`src/rtl/gcd_requester.sv`:
```
// Initiator for the GCD responder's four-phase req/ack load protocol; pairs in, gcd plus cycle count out.
// Bypass pairs reach out_valid one cycle after accept; in_ready is low until the output handshake completes.
module gcd_requester #(
    parameter int W       = 32,
    parameter int TIMEOUT = 1024
) (
    input  logic         clock,
    input  logic         reset,
    input  logic         in_valid,
    output logic         in_ready,
    input  logic [W-1:0] in_a,
    input  logic [W-1:0] in_b,
    output logic         req,
    input  logic         ack,
    output logic [W-1:0] loadVal,
    input  logic [W-1:0] result,
    output logic         out_valid,
    input  logic         out_ready,
    output logic [W-1:0] out_data,
    output logic [15:0]  out_cycles,
    output logic         timeout
);

    localparam int WCW = (TIMEOUT > 0) ? $clog2(TIMEOUT + 1) : 1;
    localparam logic [WCW-1:0] TO_VAL = WCW'(TIMEOUT);

    typedef enum logic [2:0] {
        IDLE, LOAD_A, REL_A, LOAD_B, WAIT_RES, REL_RES, OUT
    } state_t;

    state_t         state_q, state_d;
    logic [W-1:0]   b_q, b_d;
    logic           req_q, req_d;
    logic [W-1:0]   loadval_q, loadval_d;
    logic [W-1:0]   out_data_q, out_data_d;
    logic [15:0]    out_cycles_q, out_cycles_d;
    logic [15:0]    cyc_q, cyc_d, cyc_inc;
    logic [WCW-1:0] wait_q, wait_d, wait_inc;
    logic           timeout_q, timeout_d;

    always_ff @(posedge clock) begin
        if (reset) begin
            state_q      <= IDLE;
            b_q          <= '0;
            req_q        <= 1'b0;
            loadval_q    <= '0;
            out_data_q   <= '0;
            out_cycles_q <= '0;
            cyc_q        <= '0;
            wait_q       <= '0;
            timeout_q    <= 1'b0;
        end else begin
            state_q      <= state_d;
            b_q          <= b_d;
            req_q        <= req_d;
            loadval_q    <= loadval_d;
            out_data_q   <= out_data_d;
            out_cycles_q <= out_cycles_d;
            cyc_q        <= cyc_d;
            wait_q       <= wait_d;
            timeout_q    <= timeout_d;
        end
    end

    always_comb begin
        state_d      = state_q;
        b_d          = b_q;
        loadval_d    = loadval_q;
        out_data_d   = out_data_q;
        out_cycles_d = out_cycles_q;
        cyc_d        = cyc_q;
        timeout_d    = timeout_q;
        cyc_inc      = (&cyc_q) ? cyc_q : cyc_q + 16'd1;
        wait_inc     = (wait_q == TO_VAL) ? wait_q : wait_q + 1'b1;

        case (state_q)
            IDLE: begin
                if (in_valid) begin
                    b_d   = in_b;
                    cyc_d = '0;
                    // The responder never terminates on a zero operand, so answer locally.
                    if (in_a == '0 || in_b == '0) begin
                        state_d      = OUT;
                        out_data_d   = in_a | in_b;
                        out_cycles_d = '0;
                    end else begin
                        state_d   = LOAD_A;
                        loadval_d = in_a;
                    end
                end
            end
            LOAD_A:   if (ack)  state_d = REL_A;
            REL_A: begin
                if (!ack) begin
                    state_d   = LOAD_B;
                    loadval_d = b_q;
                end
            end
            LOAD_B:   if (!ack) state_d = WAIT_RES;
            WAIT_RES: begin
                if (ack) begin
                    state_d      = REL_RES;
                    out_data_d   = result;
                    out_cycles_d = cyc_inc;
                end
            end
            REL_RES:  if (!ack) state_d = OUT;
            OUT:      if (out_ready) state_d = IDLE;
            default:  state_d = IDLE;
        endcase

        if (state_q inside {LOAD_A, REL_A, LOAD_B, WAIT_RES}) begin
            cyc_d = cyc_inc;
        end

        req_d  = (state_d inside {LOAD_A, LOAD_B, WAIT_RES});
        wait_d = (state_d != state_q) ? '0 : wait_inc;

        // Flag only; the FSM keeps waiting for the responder.
        if (TIMEOUT != 0 && state_d == state_q &&
            (state_q inside {LOAD_A, REL_A, WAIT_RES, REL_RES}) && wait_inc == TO_VAL) begin
            timeout_d = 1'b1;
        end
    end

    assign in_ready   = (state_q == IDLE);
    assign out_valid  = (state_q == OUT);
    assign req        = req_q;
    assign loadVal    = loadval_q;
    assign out_data   = out_data_q;
    assign out_cycles = out_cycles_q;
    assign timeout    = timeout_q;

endmodule

```
`config.mk`:
```
export PLATFORM = sky130hd
export DESIGN_NAME = gcd_requester
export DESIGN_NICKNAME = d
export VERILOG_FILES = /design/src/rtl/gcd_requester.sv
export SDC_FILE = /design/constraint.sdc
export NUM_CORES = 1
export LEC_CHECK = 0
export BUFFER_PORTS_ARGS = -buffer_cell sky130_fd_sc_hd__buf_4
export CORE_ASPECT_RATIO = 1.2
export CORE_MARGIN = 2
export CORE_UTILIZATION = 54
export DETAILED_ROUTE_END_ITERATION = 10
export GPL_TIMING_DRIVEN = 0
export HOLD_SLACK_MARGIN = 0.08
export PLACE_DENSITY = 0.81
export REMOVE_ABC_BUFFERS = 1
export SLEW_MARGIN = 20
export SYNTH_ARGS = -nofsm -noshare
export SYNTH_HDL_FRONTEND = slang
export SYNTH_SLANG_ARGS = --single-unit
```
`constraint.sdc`:
```
create_clock -name clock -period 2.8 [get_ports clock]
set_input_delay 0.56 -clock clock [delete_from_list [all_inputs] [get_ports clock]]
set_output_delay 0.56 -clock clock [all_outputs]
set_load 0.005 [all_outputs]
```
==> After elaboration in Yosys (flattened, before gate mapping) <==
Cells that the tools add are included.
{ "totals": {"reg_bits": 144, "wordCells": 75, "inputBits": 101, "output_inout_bits": 84} }
{ "op_classes": {"n_bitwise": 1, "muxes": 26, "add_sub_neg": 2, "n_eq_ne": 18, "n_reduce_logical": 19} }
{ "op_table": {"columns": ["op", "n"], "rows": [
  ["$mux W32", 6],
  ["$pmux W32 S2", 2],
  ["$mux W16", 7],
  ["$logic_not A32 Y1", 2],
  ["$or A32 B32 Y32", 1],
  ["$pmux W16 S2", 1],
  ["$mux W3", 8],
  ["$eq A11 B11 Y1 const B", 2],
  ["$pmux W3 S7", 1],
  ["$add A16 B1 Y16 const B", 1],
  ["$reduce_and A16 Y1", 1],
  ["$eq A3 B3 Y1 const B", 4],
  ["$add A11 B1 Y11 const B", 1],
  ["$mux W11", 1],
  ["$eq A3 B2 Y1 const B", 3],
  ["$ne A2 B2 Y1 const B", 4],
  ["$reduce_and A4 Y1", 2],
  ["$reduce_bool A2 Y1", 4],
  ["$reduce_bool A4 Y1", 2],
  ["$eq A3 B1 Y1 const B", 2],
  ["$reduce_and A2 Y1", 2],
  ["$eq A3 B3 Y1", 1],
  ["$logic_not A3 Y1", 1],
  ["$ne A3 B3 Y1", 1],
  ["5 further kinds", 6]
]} }

==> Depth between registers and ports, before layout <==
{ "depth": {"ltp_word": 8, "mapped_depth": 10} }

==> Worst setup path before layout <==
OpenSTA, ideal clock, no wires.
{ "synth_timing": {"path_type": "input to register", "start": "input ack", "end": "register loadval_q[24] (netlist: loadVal[24])", "arrival_ps": 1909, "setup_ps": 91, "required_ps": 2709, "n_path_buf": 3, "path_stages": 6, "slack_ps": 800, "cell_sequence": "clkbuf_1 -> nand2b_1 -> buf_1 -> clkbuf_1 -> a221oi_1 -> a311oi_1"} }
{ "synth_via": {"elab_chain_cells": 2} }
{ "synth_rtl": {"columns": ["item", "line_no", "source"], "rows": [
  ["start: declaration", "14", "input logic ack,"],
  ["$ne A2 B2 Y1 (no line)", null, null],
  ["$reduce_and A4 Y1 (no line)", null, null],
  ["end signal: assignment", "56", "loadval_q <= loadval_d;"],
  ["end: declaration", "34", "logic [W-1:0] loadval_q, loadval_d;"]
]} }
Every way passes these cells.
A chain may end at the register's enable or synchronous reset.

==> Final worst setup path <==
{ "layout_timing": {"start": "register state_q[0]", "end": "register out_data_q[29] (netlist: out_data[29])"} }
{ "layout_via": {"elab_chain_cells": 3} }
{ "layout_rtl": {"columns": ["item", "line_no", "source"], "rows": [
  ["start: declaration", "31", "state_t state_q, state_d;"],
  ["start signal: assignment", "53", "state_q <= state_d;"],
  ["$eq A3 B3 Y1 / $logic_not A3 Y1 (equally long branches)", "76", "case (state_q)"],
  ["$ne A2 B2 Y1 (no line) (tied with other cells)", null, null],
  ["$reduce_and A4 Y1 (no line)", null, null],
  ["end signal: assignment", "57", "out_data_q <= out_data_d;"],
  ["end: declaration", "35", "logic [W-1:0] out_data_q, out_data_d;"]
]} }
Several ways; a longest one is shown, not always the timed one.

==> impl_metrics.tcl <==
set metrics [dict create \
    min_to "b_q[19]" \
    vias 7213 \
    grt_start_max_net_pins 101 \
    async_flop_share_pct 0 \
    area_growth_pct 30.0 \
    netlist_area_um2 7310 \
    cp.arrival_ns 2.95 \
    grt_overflow 0 \
    synthAdderAreaFrac_pct 0.650 \
    grt_pass1_wl_um 33000 \
    first_pass_iters 5 \
    rsz0062_at_grt "no" \
    hold_path_class "in -> reg" \
    yosysSeqAreaShare_pct 39.4 \
    ctsRootBufferMaster "clkbuf_16" \
    layout_min_cycle_time_ns 2.65 \
    worst_pin_slew_ns 0.885 \
    synthFlopType "dfxtp_1" \
    io_pins 185 \
    dp_cells 1171 \
    ys_seq_elements 144 \
    die_area_um2 14500 \
    crit_path_max_fanout 18 \
    fp.dieW_um 110 \
    netlist_instances 882 \
    synthXorXnorAreaFrac_pct 2.16 \
    totalWireLength_um 21200 \
    max-clock-path-buffers 2 \
    worstSetupStartpointType "flip-flop" \
    fin_crit_sh_pct 94.8 \
    grt_pass1_vias 6676 \
    critPathCaptureType "flip-flop" \
    synth_top_family_by_area "simple AND/OR/NAND/NOR gates" \
    groute.layer.met1.usage_pct 33.9 \
    cts_sinks 144 \
    gp_congestion 0.815 \
    status "finished, final reports clean" \
    first_iter_violations 555 \
    power.leakage_nw 3.78 \
    drc 0 \
    ir_drop_mv 0.412 \
    finalSetupViolCount 0 \
    worstHoldPathCells 3 \
    synth.avg_cell_area_um2 8.29 \
    ys.warnings.count 0 \
    initial_core_util_pct 55.2 \
    worstHoldStart "in_b[19]" \
    antenna_found_initial 0 \
    slew_viol_final 0 \
    fmax_ghz 0.377 \
    diodes 0 \
    drive_gt1_share_pct 27.6 \
    cts_tree "done" \
    clk_pin_slew_ns 0.06 \
    r2r_cells 6 \
    fin_worst_skew_ns 0.0127 \
    synth-simple-area-share_pct 25.4 \
    grt_use_met3_pct 5.85 \
    pwr_density_cell_nw_per_um2 650 \
    place_ws_ns -0.474 \
    synth.distinct_cells 57 \
    r2r_slack_ns 0.15 \
    fin_hold_ws_ns 0.407 \
    reg2reg_from "state_q[0]" \
    synth_edf_count 0 \
    grtUsageTotal_pct 28.5 \
    dp_hpwl_um 14200 \
    slew_headroom_pct 40.7 \
    worstReg2RegEnd "out_data[29]" \
    synth_compound_area_share_pct 18.8 \
    critPathKind "reg -> reg" \
    fin_ws_ns 0.146 \
    required_ns 3.09 \
    final_hold_viol_count 0 \
    grt.busiest_layer "met2" \
    fillers 1060 \
    core_um2 13200 \
    die_h_um 131 \
    cts_buffers 17 \
    clkLatencyLatePin_ns 0.42 \
    port_buffers 184 \
    h-tree-depth 4 \
    rows 46 \
    fin_cells 1205 \
    gr-usage-met2_pct 48.8 \
    ant_nets 0 \
    viasPerCell 5.99 \
    synth_mux_area_share_pct 5.77 \
    maxCapViolations 0 \
    wire_per_inst_um 17.6 \
    ctsHoldBuffers 0 \
    nets 1128 \
    fin_util_pct 71.8 \
]
[worst max-delay path, cell delays in order (launching register included)]
cell and delay [ns]:
dfxtp_1 0.70, or3_4 0.30, inv_4 0.08, and2_4 0.24, o22ai_4 0.61, buf_8 0.26
mux2_2 0.34
[per-stage QoR]
step / setup TNS (ns) / power (mW) / area, µm²
6_report: 0 / 6.18 / 9510
5_1_grt: 0 / 6.41 / 9510
2_1_floorplan: -172.31 / 2.97 / 6950
3_3_place_gp: -324.36 / 3.50 / 8550
3_5_place_dp: -15.71 / 3.59 / 8800
4_1_cts: 0 / 6.20 / 9490
[report_power, final]
group          internal (mW)  total [mW]  switching [mW]
registers               2.23        2.35           0.115
clock network           1.75        2.60           0.858
logic                  0.594        1.23           0.637
total                   4.57        6.18            1.61
[worst max-delay path by stage]
| stage | slack [ns] | to | startpoint | cells after the start |
|---|---|---|---|---|
| after floorplan | -4.74 | loadVal[0] | state_q[1] | 4 |
| after global placement | -8.09 | loadVal[10] | state_q[1] | 4 |
| after detailed placement | -0.47 | loadVal[10] | state_q[2] | 8 |
| after CTS | 0.11 | loadVal[7] | state_q[2] | 8 |
| after global routing | 0.04 | out_data[13] | state_q[0] | 6 |
| final | 0.15 | out_data[29] | state_q[0] | 6 |
[per-layer routing]
metal / up-vias / routed length [µm]
met4: 0 / 620
met2: 281 / 10500
met3: 50 / 1550
met1: 3417 / 8540
li1: 3465 / -
met5: - / 0
[kinds of logic (layout without fill, tap and decap cells)]
| group | after synthesis | in the layout |
|---|---|---|
| compound gates | 180 | 180 |
| buf+inv | 133 | 286 |
| xor+xnor | 18 | 18 |
| flops | 144 | 144 |
| mux | 38 | 38 |
| simple gates | 365 | 367 |
| fa+ha+maj | 4 | 4 |
[layout by cell type, fill, tap and decap left out, types with 4 or more instances in the layout]
cell type  netlist  final
and3_1           7      7
o21ba_2          4      4
nor3_1          70     70
a221oi_1        26     26
buf_4            2    188
a311oi_1        39     39
a221oi_2         7      7
xor2_1          11     11
nand3_1         13     13
nor4_1          19     19
nand4_1         20     20
xnor2_1          7      7
nor2b_1         66     66
nor2_1          51     51
mux2i_1          5      5
and2_1           4      4
inv_1           55     55
mux2_2          30     30
dfxtp_1        144    143
clkbuf_16        0     17
o32ai_1         15     15
nand2_1         90     89
buf_8            0      4
and4_1           4      4
o21ai_0         18     17
a21oi_1         47     47
bufinv_16        0      6
nand2b_1         6      5
[Yosys cell counts (all sizes together), types with 2 or more instances]
library cell / instances / area, µm²
a21oi: 48 / 252
o31ai: 2 / 15.0
nand2b: 6 / 37.5
o32ai: 15 / 131
o21ba: 4 / 40.0
a31oi: 3 / 18.8
nand3b: 3 / 22.5
clkbuf: 47 / 176
buf: 30 / 181
or3: 3 / 18.8
xnor2: 7 / 61.3
nor3: 70 / 350
nor4b: 2 / 17.5
nor2: 52 / 198
o21ai: 18 / 90.1
a221oi: 33 / 333
and2: 5 / 32.5
a41oi: 3 / 26.3
and3: 7 / 43.8
dfxtp: 144 / 2880
mux2i: 5 / 50.1
mux2: 33 / 372
nor2b: 66 / 413
a311oi: 39 / 342
nand4: 20 / 125
and4: 4 / 35.0
inv: 56 / 213
o22ai: 3 / 18.8
xor2: 11 / 96.3
nand3: 13 / 65.1
nor3b: 3 / 27.5
nor4: 19 / 119
ha: 3 / 37.5
o211ai: 2 / 15.0
nand2: 90 / 338
a32oi: 2 / 17.5
[cell type report]
type | instances | area, µm² | area share [%]
repair buffers | 198 | 1590 | 16.7
flip-flops and latches | 144 | 2880 | 30.3
inverters | 56 | 213 | 2.24
multi-input cells | 607 | 3930 | 41.4
clock buffers | 23 | 478 | 5.03
clock inverters | 9 | 201 | 2.12
well taps | 168 | 210 | 2.21
[registers in the layout (all words and copies together), names as in the netlist]
name and cells:
out_cycles 16, b_q 32, req 1, cyc_q 16, wait_q 11, out_data 32
timeout 1, loadVal 32, state_q 3
[repair_timing]
| action | 4_1_cts | 5_1_grt |
|---|---|---|
| cloned | 1 | 1 |
| pin swaps | 2 | 1 |
| setup buffers | 0 | 0 |
| endpoints found under the setup margin | 80 | 26 |
| gates resized for setup | 2 | 2 |
(Power assumes the default switching activity.)
